**config.mk**
```make
export PLATFORM = sky130hd
export DESIGN_NAME = vending_controller_gen2_flat
export DESIGN_NICKNAME = d
export VERILOG_FILES = /design/src/rtl/vending_controller_gen2_if.sv /design/src/rtl/vending_controller_gen2.sv /design/src/flat_wrapper.sv
export SDC_FILE = /design/constraint.sdc
export NUM_CORES = 1
export LEC_CHECK = 0
export ABC_AREA = 1
export BUFFER_PORTS_ARGS = -buffer_cell sky130_fd_sc_hd__buf_2
export CORE_MARGIN = 2
export CORE_UTILIZATION = 25
export CTS_CLUSTER_DIAMETER = 200
export DETAILED_ROUTE_END_ITERATION = 12
export PLACE_DENSITY_LB_ADDON = 0.12
export SKIP_LAST_GASP = 1
export SYNTH_ARGS = -nofsm -noshare
export SYNTH_HDL_FRONTEND = slang
export SYNTH_SLANG_ARGS = --single-unit
```
**constraint.sdc**
```tcl
create_clock -name i_clk -period 2.5 [get_ports i_clk]
set_input_delay 0.75 -clock i_clk [delete_from_list [all_inputs] [get_ports i_clk]]
set_output_delay 0.75 -clock i_clk [all_outputs]
set_load 0.02 [all_outputs]
```
**src/rtl/vending_controller_gen2_if.sv**
```systemverilog
// Signal bundle between the vending controller, the front-panel/coin pulse logic and the dispensers.
// The master side drives buttons, coins, prices and acks; the slave side is the controller.
interface vending_controller_gen2_if #(
   parameter int NUM_ITEMS = 4,
   parameter int IDX_W     = (NUM_ITEMS > 1) ? $clog2(NUM_ITEMS) : 1,
   parameter int CREDIT_W  = 6,
   parameter int PRICE_W   = 4
);
   logic                         i_coin_valid;
   logic [CREDIT_W-1:0]          i_coin_units;
   logic                         i_sel_valid;
   logic [IDX_W-1:0]             i_sel_idx;
   logic                         i_refund;
   logic                         i_restock;
   logic [NUM_ITEMS*PRICE_W-1:0] i_prices;
   logic [CREDIT_W-1:0]          o_credit;
   logic                         o_coin_reject;
   logic                         o_item_valid;
   logic [IDX_W-1:0]             o_item_idx;
   logic                         i_item_ack;
   logic                         o_change_req;
   logic                         i_change_ack;
   logic                         o_err_valid;
   logic [1:0]                   o_err_code;
   logic [NUM_ITEMS-1:0]         o_sold_out;

   modport master (
      output i_coin_valid, i_coin_units, i_sel_valid, i_sel_idx, i_refund, i_restock,
             i_prices, i_item_ack, i_change_ack,
      input  o_credit, o_coin_reject, o_item_valid, o_item_idx, o_change_req,
             o_err_valid, o_err_code, o_sold_out
   );

   modport slave (
      input  i_coin_valid, i_coin_units, i_sel_valid, i_sel_idx, i_refund, i_restock,
             i_prices, i_item_ack, i_change_ack,
      output o_credit, o_coin_reject, o_item_valid, o_item_idx, o_change_req,
             o_err_valid, o_err_code, o_sold_out
   );
endinterface

```
**src/rtl/vending_controller_gen2.sv**
```systemverilog
// Vending controller: saturating coin credit, priced item vend with per-item stock,
// and one-unit-at-a-time change return. All outputs are registered.
module vending_controller_gen2 #(
   parameter int NUM_ITEMS  = 4,
   parameter int IDX_W      = (NUM_ITEMS > 1) ? $clog2(NUM_ITEMS) : 1,
   parameter int CREDIT_W   = 6,
   parameter int MAX_CREDIT = 16,
   parameter int PRICE_W    = 4,
   parameter int STOCK_W    = 4,
   parameter int INIT_STOCK = 5
) (
   input logic                     i_clk,
   input logic                     i_rst_n,
   vending_controller_gen2_if.slave bus
);
   typedef enum logic [1:0] {IDLE, CREDIT, VEND, CHANGE} state_t;

   state_t               state_q, state_d;
   logic [CREDIT_W-1:0]  credit_q, credit_d;
   logic [STOCK_W-1:0]   stock_q [NUM_ITEMS];
   logic [STOCK_W-1:0]   stock_d [NUM_ITEMS];
   logic                 coin_reject_q, coin_reject_d;
   logic                 item_valid_q, item_valid_d;
   logic [IDX_W-1:0]     item_idx_q, item_idx_d;
   logic                 change_req_q, change_req_d;
   logic                 err_valid_q, err_valid_d;
   logic [1:0]           err_code_q, err_code_d;
   logic [NUM_ITEMS-1:0] sold_out_q, sold_out_d;

   logic [NUM_ITEMS-1:0] sel_hit;
   logic                 sel_in_range;
   logic [PRICE_W-1:0]   sel_price;
   logic [STOCK_W-1:0]   sel_stock;
   logic [CREDIT_W:0]    coin_sum;

   // One-hot decode of the selected index; an out-of-range index decodes to all zeros.
   for (genvar gi = 0; gi < NUM_ITEMS; gi++) begin : g_item
      assign sel_hit[gi]    = (bus.i_sel_idx == IDX_W'(gi));
      assign sold_out_d[gi] = (stock_d[gi] == '0);
   end

   assign sel_in_range = |sel_hit;
   assign coin_sum     = {1'b0, credit_q} + {1'b0, bus.i_coin_units};

   always_comb begin
      sel_price = '0;
      sel_stock = '0;
      for (int k = 0; k < NUM_ITEMS; k++) begin
         if (sel_hit[k]) begin
            sel_price = bus.i_prices[k*PRICE_W +: PRICE_W];
            sel_stock = stock_q[k];
         end
      end
   end

   always_comb begin
      state_d       = state_q;
      credit_d      = credit_q;
      stock_d       = stock_q;
      coin_reject_d = 1'b0;
      item_valid_d  = item_valid_q;
      item_idx_d    = item_idx_q;
      change_req_d  = change_req_q;
      err_valid_d   = 1'b0;
      err_code_d    = 2'b00;

      if (bus.i_restock) begin
         for (int k = 0; k < NUM_ITEMS; k++) begin
            if (sel_hit[k]) stock_d[k] = STOCK_W'(INIT_STOCK);
         end
      end

      // Refund outranks coin, coin outranks select; lower-priority events are dropped.
      if (bus.i_refund) begin
         coin_reject_d = bus.i_coin_valid;
         if (state_q == CREDIT) begin
            state_d      = CHANGE;
            change_req_d = 1'b1;
         end
      end else if (bus.i_coin_valid) begin
         if ((state_q == IDLE || state_q == CREDIT) && coin_sum <= (CREDIT_W+1)'(MAX_CREDIT)) begin
            credit_d = coin_sum[CREDIT_W-1:0];
            state_d  = (coin_sum[CREDIT_W-1:0] != '0) ? CREDIT : state_q;
         end else begin
            coin_reject_d = 1'b1;
         end
      end else if (bus.i_sel_valid && !bus.i_restock && state_q == CREDIT) begin
         if (!sel_in_range) begin
            err_valid_d = 1'b1;
            err_code_d  = 2'b11;
         end else if (sel_stock == '0) begin
            err_valid_d = 1'b1;
            err_code_d  = 2'b10;
         end else if (credit_q < CREDIT_W'(sel_price)) begin
            err_valid_d = 1'b1;
            err_code_d  = 2'b01;
         end else begin
            credit_d     = credit_q - CREDIT_W'(sel_price);
            item_valid_d = 1'b1;
            item_idx_d   = bus.i_sel_idx;
            state_d      = VEND;
            for (int k = 0; k < NUM_ITEMS; k++) begin
               if (sel_hit[k]) stock_d[k] = stock_q[k] - STOCK_W'(1);
            end
         end
      end

      case (state_q)
         VEND: begin
            if (bus.i_item_ack) begin
               item_valid_d = 1'b0;
               if (credit_q != '0) begin
                  state_d      = CHANGE;
                  change_req_d = 1'b1;
               end else begin
                  state_d = IDLE;
               end
            end
         end
         CHANGE: begin
            if (bus.i_change_ack) begin
               credit_d = credit_q - CREDIT_W'(1);
               if (credit_q == CREDIT_W'(1)) begin
                  change_req_d = 1'b0;
                  state_d      = IDLE;
               end
            end
         end
         default: ;
      endcase
   end

   always_ff @(posedge i_clk or negedge i_rst_n) begin
      if (!i_rst_n) begin
         state_q       <= IDLE;
         credit_q      <= '0;
         for (int k = 0; k < NUM_ITEMS; k++) stock_q[k] <= STOCK_W'(INIT_STOCK);
         coin_reject_q <= 1'b0;
         item_valid_q  <= 1'b0;
         item_idx_q    <= '0;
         change_req_q  <= 1'b0;
         err_valid_q   <= 1'b0;
         err_code_q    <= 2'b00;
         sold_out_q    <= {NUM_ITEMS{(INIT_STOCK == 0)}};
      end else begin
         state_q       <= state_d;
         credit_q      <= credit_d;
         stock_q       <= stock_d;
         coin_reject_q <= coin_reject_d;
         item_valid_q  <= item_valid_d;
         item_idx_q    <= item_idx_d;
         change_req_q  <= change_req_d;
         err_valid_q   <= err_valid_d;
         err_code_q    <= err_code_d;
         sold_out_q    <= sold_out_d;
      end
   end

   assign bus.o_credit      = credit_q;
   assign bus.o_coin_reject = coin_reject_q;
   assign bus.o_item_valid  = item_valid_q;
   assign bus.o_item_idx    = item_idx_q;
   assign bus.o_change_req  = change_req_q;
   assign bus.o_err_valid   = err_valid_q;
   assign bus.o_err_code    = err_code_q;
   assign bus.o_sold_out    = sold_out_q;
endmodule

```
**src/flat_wrapper.sv**
```systemverilog
// flat-port wrapper written by rule: the top's interface ports become plain ports
module vending_controller_gen2_flat 
#(
   parameter int NUM_ITEMS  = 4,
   parameter int IDX_W      = (NUM_ITEMS > 1) ? $clog2(NUM_ITEMS) : 1,
   parameter int CREDIT_W   = 6,
   parameter int MAX_CREDIT = 16,
   parameter int PRICE_W    = 4,
   parameter int STOCK_W    = 4,
   parameter int INIT_STOCK = 5
)
  (i_clk, i_rst_n, bus_i_coin_valid, bus_i_coin_units, bus_i_sel_valid, bus_i_sel_idx, bus_i_refund, bus_i_restock, bus_i_prices, bus_i_item_ack, bus_i_change_ack, bus_o_credit, bus_o_coin_reject, bus_o_item_valid, bus_o_item_idx, bus_o_change_req, bus_o_err_valid, bus_o_err_code, bus_o_sold_out);
  vending_controller_gen2_if #(.NUM_ITEMS(NUM_ITEMS), .IDX_W(IDX_W), .CREDIT_W(CREDIT_W), .PRICE_W(PRICE_W)) bus_i ();
  input logic i_clk;
  input logic i_rst_n;
  input wire logic [$bits(bus_i.i_coin_valid)-1:0] bus_i_coin_valid;
  input wire logic [$bits(bus_i.i_coin_units)-1:0] bus_i_coin_units;
  input wire logic [$bits(bus_i.i_sel_valid)-1:0] bus_i_sel_valid;
  input wire logic [$bits(bus_i.i_sel_idx)-1:0] bus_i_sel_idx;
  input wire logic [$bits(bus_i.i_refund)-1:0] bus_i_refund;
  input wire logic [$bits(bus_i.i_restock)-1:0] bus_i_restock;
  input wire logic [$bits(bus_i.i_prices)-1:0] bus_i_prices;
  input wire logic [$bits(bus_i.i_item_ack)-1:0] bus_i_item_ack;
  input wire logic [$bits(bus_i.i_change_ack)-1:0] bus_i_change_ack;
  output wire logic [$bits(bus_i.o_credit)-1:0] bus_o_credit;
  output wire logic [$bits(bus_i.o_coin_reject)-1:0] bus_o_coin_reject;
  output wire logic [$bits(bus_i.o_item_valid)-1:0] bus_o_item_valid;
  output wire logic [$bits(bus_i.o_item_idx)-1:0] bus_o_item_idx;
  output wire logic [$bits(bus_i.o_change_req)-1:0] bus_o_change_req;
  output wire logic [$bits(bus_i.o_err_valid)-1:0] bus_o_err_valid;
  output wire logic [$bits(bus_i.o_err_code)-1:0] bus_o_err_code;
  output wire logic [$bits(bus_i.o_sold_out)-1:0] bus_o_sold_out;
  assign bus_i.i_coin_valid = bus_i_coin_valid;
  assign bus_i.i_coin_units = bus_i_coin_units;
  assign bus_i.i_sel_valid = bus_i_sel_valid;
  assign bus_i.i_sel_idx = bus_i_sel_idx;
  assign bus_i.i_refund = bus_i_refund;
  assign bus_i.i_restock = bus_i_restock;
  assign bus_i.i_prices = bus_i_prices;
  assign bus_i.i_item_ack = bus_i_item_ack;
  assign bus_i.i_change_ack = bus_i_change_ack;
  assign bus_o_credit = bus_i.o_credit;
  assign bus_o_coin_reject = bus_i.o_coin_reject;
  assign bus_o_item_valid = bus_i.o_item_valid;
  assign bus_o_item_idx = bus_i.o_item_idx;
  assign bus_o_change_req = bus_i.o_change_req;
  assign bus_o_err_valid = bus_i.o_err_valid;
  assign bus_o_err_code = bus_i.o_err_code;
  assign bus_o_sold_out = bus_i.o_sold_out;
  vending_controller_gen2 #(.NUM_ITEMS(NUM_ITEMS), .IDX_W(IDX_W), .CREDIT_W(CREDIT_W), .MAX_CREDIT(MAX_CREDIT), .PRICE_W(PRICE_W), .STOCK_W(STOCK_W), .INIT_STOCK(INIT_STOCK)) u_core (.i_clk(i_clk), .i_rst_n(i_rst_n), .bus(bus_i));
endmodule
```
Word level (Yosys, flattened, before mapping)
Cells that the tools add are included.
Operators by class
  $lt $le $gt $ge: 2
  reductions and logical operators: 16
  mux-type cells: 76
  equal/unequal tests: 7
  shifts and indexed selects: 0
  add/subtract/negate cells: 7
  $mul: 0
  bitwise logic cells: 4
  divide/modulo/power cells: 0
Operators by type and width (count)
  $mux W16: 7
  $mux W4: 16
  $mux W6: 9
  $mux W2: 18
  $mux W1: 24
  $logic_not A4 Y1: 5
  $sub A4 B1 Y4 const B: 4
  $reduce_bool A6 Y1: 2
  $eq A2 B2 Y1 const B: 4
  $add A6 B6 Y7: 1
  $le A7 B5 Y1 const B: 1
  $eq A6 B1 Y1 const B: 1
  $lt A6 B4 Y1: 1
  $reduce_and A6 Y1: 1
  $sub A6 B1 Y6 const B: 1
  $sub A6 B4 Y6: 1
  $eq A2 B1 Y1 const B: 2
  $logic_not A2 Y1: 2
  $not A1 Y1: 4
  $pmux W2 S2: 1
  $reduce_or A4 Y1: 1
  $logic_and A1 B1 Y1: 3
  $pmux W1 S2: 1
  $logic_not A1 Y1: 1
  $logic_or A1 B1 Y1: 1
Word-level totals
  memories kept: 0
  flip-flop bits (word level): 36
  memory bits (read-only): 0
  bits in writable memories: 0
  output and inout bits: 18
  latch bits: 0

Longest topological paths before layout
  depth after elaboration: 15
  depth in mapped cells: 20
  gate-level depth less buffers: 20

Worst setup path before layout
Ideal clock, no wire load.
  path type: input-to-reg
  start: input port bus_i_sel_idx[1]
  end: register u_core.sold_out_q[3], in the netlist u_core.bus.o_sold_out[3]
  arrival time: 2.779 ns
  setup slack: -0.350 ns
  cell stages on the path: 19
  buffers on the path: 1
  cells stage by stage: inv_1 nor2_1 inv_1 nor2_1 o21ai_0 ha_1 inv_1 fa_1 nand3_1 nand3_1 inv_1 nand2_1 inv_2 nor2_8 nand2_4 buf_6 o21bai_1 nand3_1 nor2_1
On the way
  longest elaborated chain between the ends: 13
  elaborated cells between the ends (all ways): 25
  classes of those cells: order compare (1); eq/ne (3); mux (17); reduce/logical (4)
Ends and longest elaborated chain
  start, declared: RTL line flat_wrapper.sv:19  | input wire logic [$bits(bus_i.i_sel_idx)-1:0] bus_i_sel_idx;
  $logic_not A2 Y1: RTL line vending_controller_gen2.sv:38  | assign sel_hit[gi] = (bus.i_sel_idx == IDX_W'(gi));
  $mux W4 (4 in series): RTL line vending_controller_gen2.sv:49  | if (sel_hit[k]) begin
  $lt A6 B4 Y1: RTL line vending_controller_gen2.sv:94  | end else if (credit_q < CREDIT_W'(sel_price)) begin
  $mux W16: RTL line vending_controller_gen2.sv:94
  $mux W16: RTL line vending_controller_gen2.sv:91  | end else if (sel_stock == '0) begin
  $mux W16: RTL line vending_controller_gen2.sv:88  | if (!sel_in_range) begin
  $mux W16: RTL line vending_controller_gen2.sv:87  | end else if (bus.i_sel_valid && !bus.i_restock && state_q == CREDIT) begin
  $mux W16: RTL line vending_controller_gen2.sv:80  | end else if (bus.i_coin_valid) begin
  $mux W16 *: RTL line vending_controller_gen2.sv:74  | if (bus.i_refund) begin
  $logic_not A4 Y1 *: RTL line vending_controller_gen2.sv:39  | assign sold_out_d[gi] = (stock_d[gi] == '0);
  named net u_core.sold_out_d[3]: RTL line vending_controller_gen2.sv:28  | logic [NUM_ITEMS-1:0] sold_out_q, sold_out_d;
  end signal, assigned: RTL line vending_controller_gen2.sv:144  | sold_out_q <= {NUM_ITEMS{(INIT_STOCK == 0)}};
  end signal, assigned: RTL line vending_controller_gen2.sv:155  | sold_out_q <= sold_out_d;
  end, declared: RTL line vending_controller_gen2.sv:28
Mark *: on every way through the listed nets, which the timed path passes. The rest lies on a longest branch.
A chain may end at the register's enable or synchronous reset.

Worst setup path in the final report
  start: input port bus_i_sel_idx[0]
  end: register u_core.sold_out_q[3], in the netlist u_core.bus.o_sold_out[3]
Same word-level chain as after synthesis.

==> impl_metrics.csv <==
group,metric,value,unit
hold_path,hold_class,"flip-flop to flip-flop",
critical_path,max_stage_delay,280,ps
power,swShare,40.8,%
timing,skew,7.36,ps
synthesis,synth.most_common_cell,"nand2_1",
grt,grt_pass1_vias,2935,
layout,final_area,0.00427,mm²
run,cap_violations,0,
floorplan,rows,38,
synthesis,ys_ff_latch,36,
clock_tree,clk_pin_slew,60,ps
critical_path,arrival,2810,ps
critical_path,crit_fanout,7,
power,p_switching,1.29,mW
power,vdd_ir_drop_max,0.000309,V
timing,max_freq,379,MHz
timing,setup_slack,-142,ps
grt,grt_pass1_wl,14.4,mm
synthesis,synth_commonest_cells,"96 x nand2_1, 77 x inv_1, 42 x nand3_1, 39 x nor2_1, 28 x dfrtp_1",
synthesis,synth_cell_types,38,
power,power.density,741,mW/mm²
synthesis,yosysWarnings,0,
timing,rsz0062_at_grt,"yes",
place,dpl_cell_area,0.00371,mm²
clock_tree,root_buffer,"clkbuf_16",
grt,grt_usage,15.4,%
critical_path,cp-end-kind,"flip-flop",
critical_path,worst_setup_path_start_kind,"input port",
status,status,"finished with violations",
critical_path,cp_cell_sequence,"buf_12, clkinv_8, a221oi_4, o21ai_2, ha_2, inv_2, fa_2, nand3_2, nand3_2, inv_2, nand2_4, inv_4, nor2_8, nand2_8, buf_4, nor2_4, nand2_2, o211ai_1, nor2_1",
synthesis,ys_seq_area_share,32.2,%
power,seq_power_share,22.8,%
critical_path,critPathKind,"input port to flip-flop",
power,cellLeakagePower,2.24,nW
grt,grt_max_degree,37,
synthesis,syn_nets,460,
synthesis,synth_top_area_share,24.8,%
route,drt_iter0_drc,158,
synthesis,synth_cells,410,
timing,post-route-period-util,106,%
timing,setup_viol,21,
route,antenna_left,0,
grt,antenna_found_initial,0,
power,clockPowerShare,23.4,%
power,p_comb_share,53.7,%
clock_tree,insertion_delay,280,ps
synthesis,synth_top_cell_by_area,"dfrtp_1",
synthesis,mappedNetlistArea,0.00283,mm²
clock_tree,htreeDepth,2,
floorplan,die_y,110,µm
grt,grt_overflow,0,
place,globalplace.congestion,0.782,
route,drt_first_pass_iters,4,
status,violations,"setup timing",
timing,worst_pin_slew,500,ps
route,routed_via_density,4.43,
timing,min_period,2640,ps
timing,maxSlewHeadroom,66.7,%
floorplan,core,0.0109,mm²
floorplan,start_util,25.8,%
floorplan,design.portCount,50,
synthesis,ys.flop_type,"dfrtp_1",
place,dp_hpwl,6.91,mm
power,finalPower,3.16,mW
layout,area_growth_syn_to_layout,51.0,%
clock_tree,clock_path_buffers,2,
route,totalWireLength,8.87,mm
synthesis,synth_area_per_cell,6.89,µm²
timing,drv_slew,0,
route,vias,3001,
clock_tree,cts_hold_buffers,0,
clock_tree,cts_tree,"yes",
place,portBuffers,49,
synthesis,synth_edf_count,0,
layout,n_antenna_cell,0,
critical_path,cp.required,2670,ps
route,avgRoutedWirePerCell,13.1,µm
layout,layout-drive-gt1-share,38.2,%
timing,setup_tns,-1180,ps
synthesis,async_flop_share,100,%
power,internal_power,1.87,mW
layout,layout.nets,586,
clock_tree,cts_buffers,5,
critical_path,critical_path.slowest_cell,"a221oi_4",
route,drc,0,
synthesis,synth_area_leaders,"dfrtp_1 25%, nand2_1 13%, inv_1 10%",
floorplan,die_area,0.0122,mm²
clock_tree,cts_sinks,36,
floorplan,die_w,110,µm
timing,hold_violations,0,
final timing paths:
kind / cells after the start / from / to / slack [ps]
worst max-delay path: 19 / bus_i_sel_idx[0] / u_core.bus.o_sold_out[3] / -140
min in group asynchronous: 2 / i_rst_n / u_core.bus.o_coin_reject / 520
worst min register to register: 2 / u_core.bus.o_item_idx[0] / u_core.bus.o_item_idx[0] / 490
max in group asynchronous: 2 / i_rst_n / u_core.stock_q[0] / 1610
worst min-delay path: 2 / u_core.bus.o_item_idx[0] / u_core.bus.o_item_idx[0] / 490
worst max register to register: 15 / u_core.bus.o_credit[0] / u_core.bus.o_credit[2] / 210
cell families after synthesis:
family | after synthesis | synth area share, %
simple gates | 206 | 32.7
xor+xnor | 7 | 2.17
fa+ha+maj | 18 | 8.50
buf+inv | 86 | 12.4
compound gates | 57 | 12.0
flops | 36 | 32.2
per-layer routing:
| metal | share of wire, % | GRT usage [%] | vias to the layer above | wire, µm |
|---|---|---|---|---|
| met1 | 50 | 21.8 | 1355 | 4410 |
| met3 | 4.5 | 2.06 | 4 | 403 |
| met2 | 45 | 24.9 | 67 | 3990 |
| li1 | - | - | 1575 | - |
| met4 | 0.78 | 3.48 | 0 | 69 |
| met5 | 0 | 0 | - | 0 |
layout make-up:
class,instances,area (µm²)
fillers,1172,6670
multi-input cells,289,1820
flip-flops and latches,36,911
repair buffers,123,862
inverters,81,334
well taps,140,175
clock buffers,5,125
clock inverters,3,46.3
per-stage QoR:
step / utilization [%] / worst slack, ps / cells / hold WS (ps)
floorplan: - / -130 / 410 / 454
detailed placement: 33.9 / -655 / 651 / 476
global placement: 33.9 / -551 / 651 / 465
CTS: 37.4 / -174 / 671 / 491
global route: 39.0 / -297 / 677 / 533
finish: 39.0 / -142 / 677 / 489
timing repair:
item                                    4_1_cts  5_1_grt
endpoints found under the hold margin         0        0
buffers inserted                             12        6
endpoints found under the setup margin       32       32
cloned                                        1        0
gates resized for setup                      25       32
pin swaps                                    16       24
power groups by stage:
stage                     clock network, mW  registers (mW)  logic, mW
after floorplan                           0           0.829      0.811
after global placement                    0           0.732       1.56
after detailed placement                  0           0.730       1.56
after CTS                             0.767           0.721       1.65
after global routing                  0.789           0.736       1.90
final                                 0.741           0.723       1.70
worst max-delay path: cells and delay by family:
kind | cells | cell delay, ps
adders and majority gates | 2 | 380
buffers and inverters | 6 | 500
and+or+nand+nor | 8 | 710
AOI/OAI and AO/OA | 3 | 460
layout by cell type (no fill, tap or decap), types with 6 or more instances in the layout:
cell type,n
a21oi_1,13
dfstp_2,8
a21oi_2,6
nand2_1,88
buf_4,68
nand4_1,12
buf_2,47
nand3_1,36
nor2_1,32
dfrtp_1,28
nand2_2,9
ha_1,15
inv_1,71
o21ai_2,6
inv_2,6
nor2_2,6
o21ai_0,8
flip-flops by register name, indices dropped and copies added (netlist names):
name,count
u_core.stock_q,16
u_core.bus.o_err_code,2
u_core.bus.o_change_req,1
u_core.bus.o_item_idx,2
u_core.bus.o_err_valid,1
u_core.state_q,2
u_core.bus.o_credit,6
u_core.bus.o_coin_reject,1
u_core.bus.o_sold_out,4
u_core.bus.o_item_valid,1
Note: power is estimated with default switching activity, not from simulation.
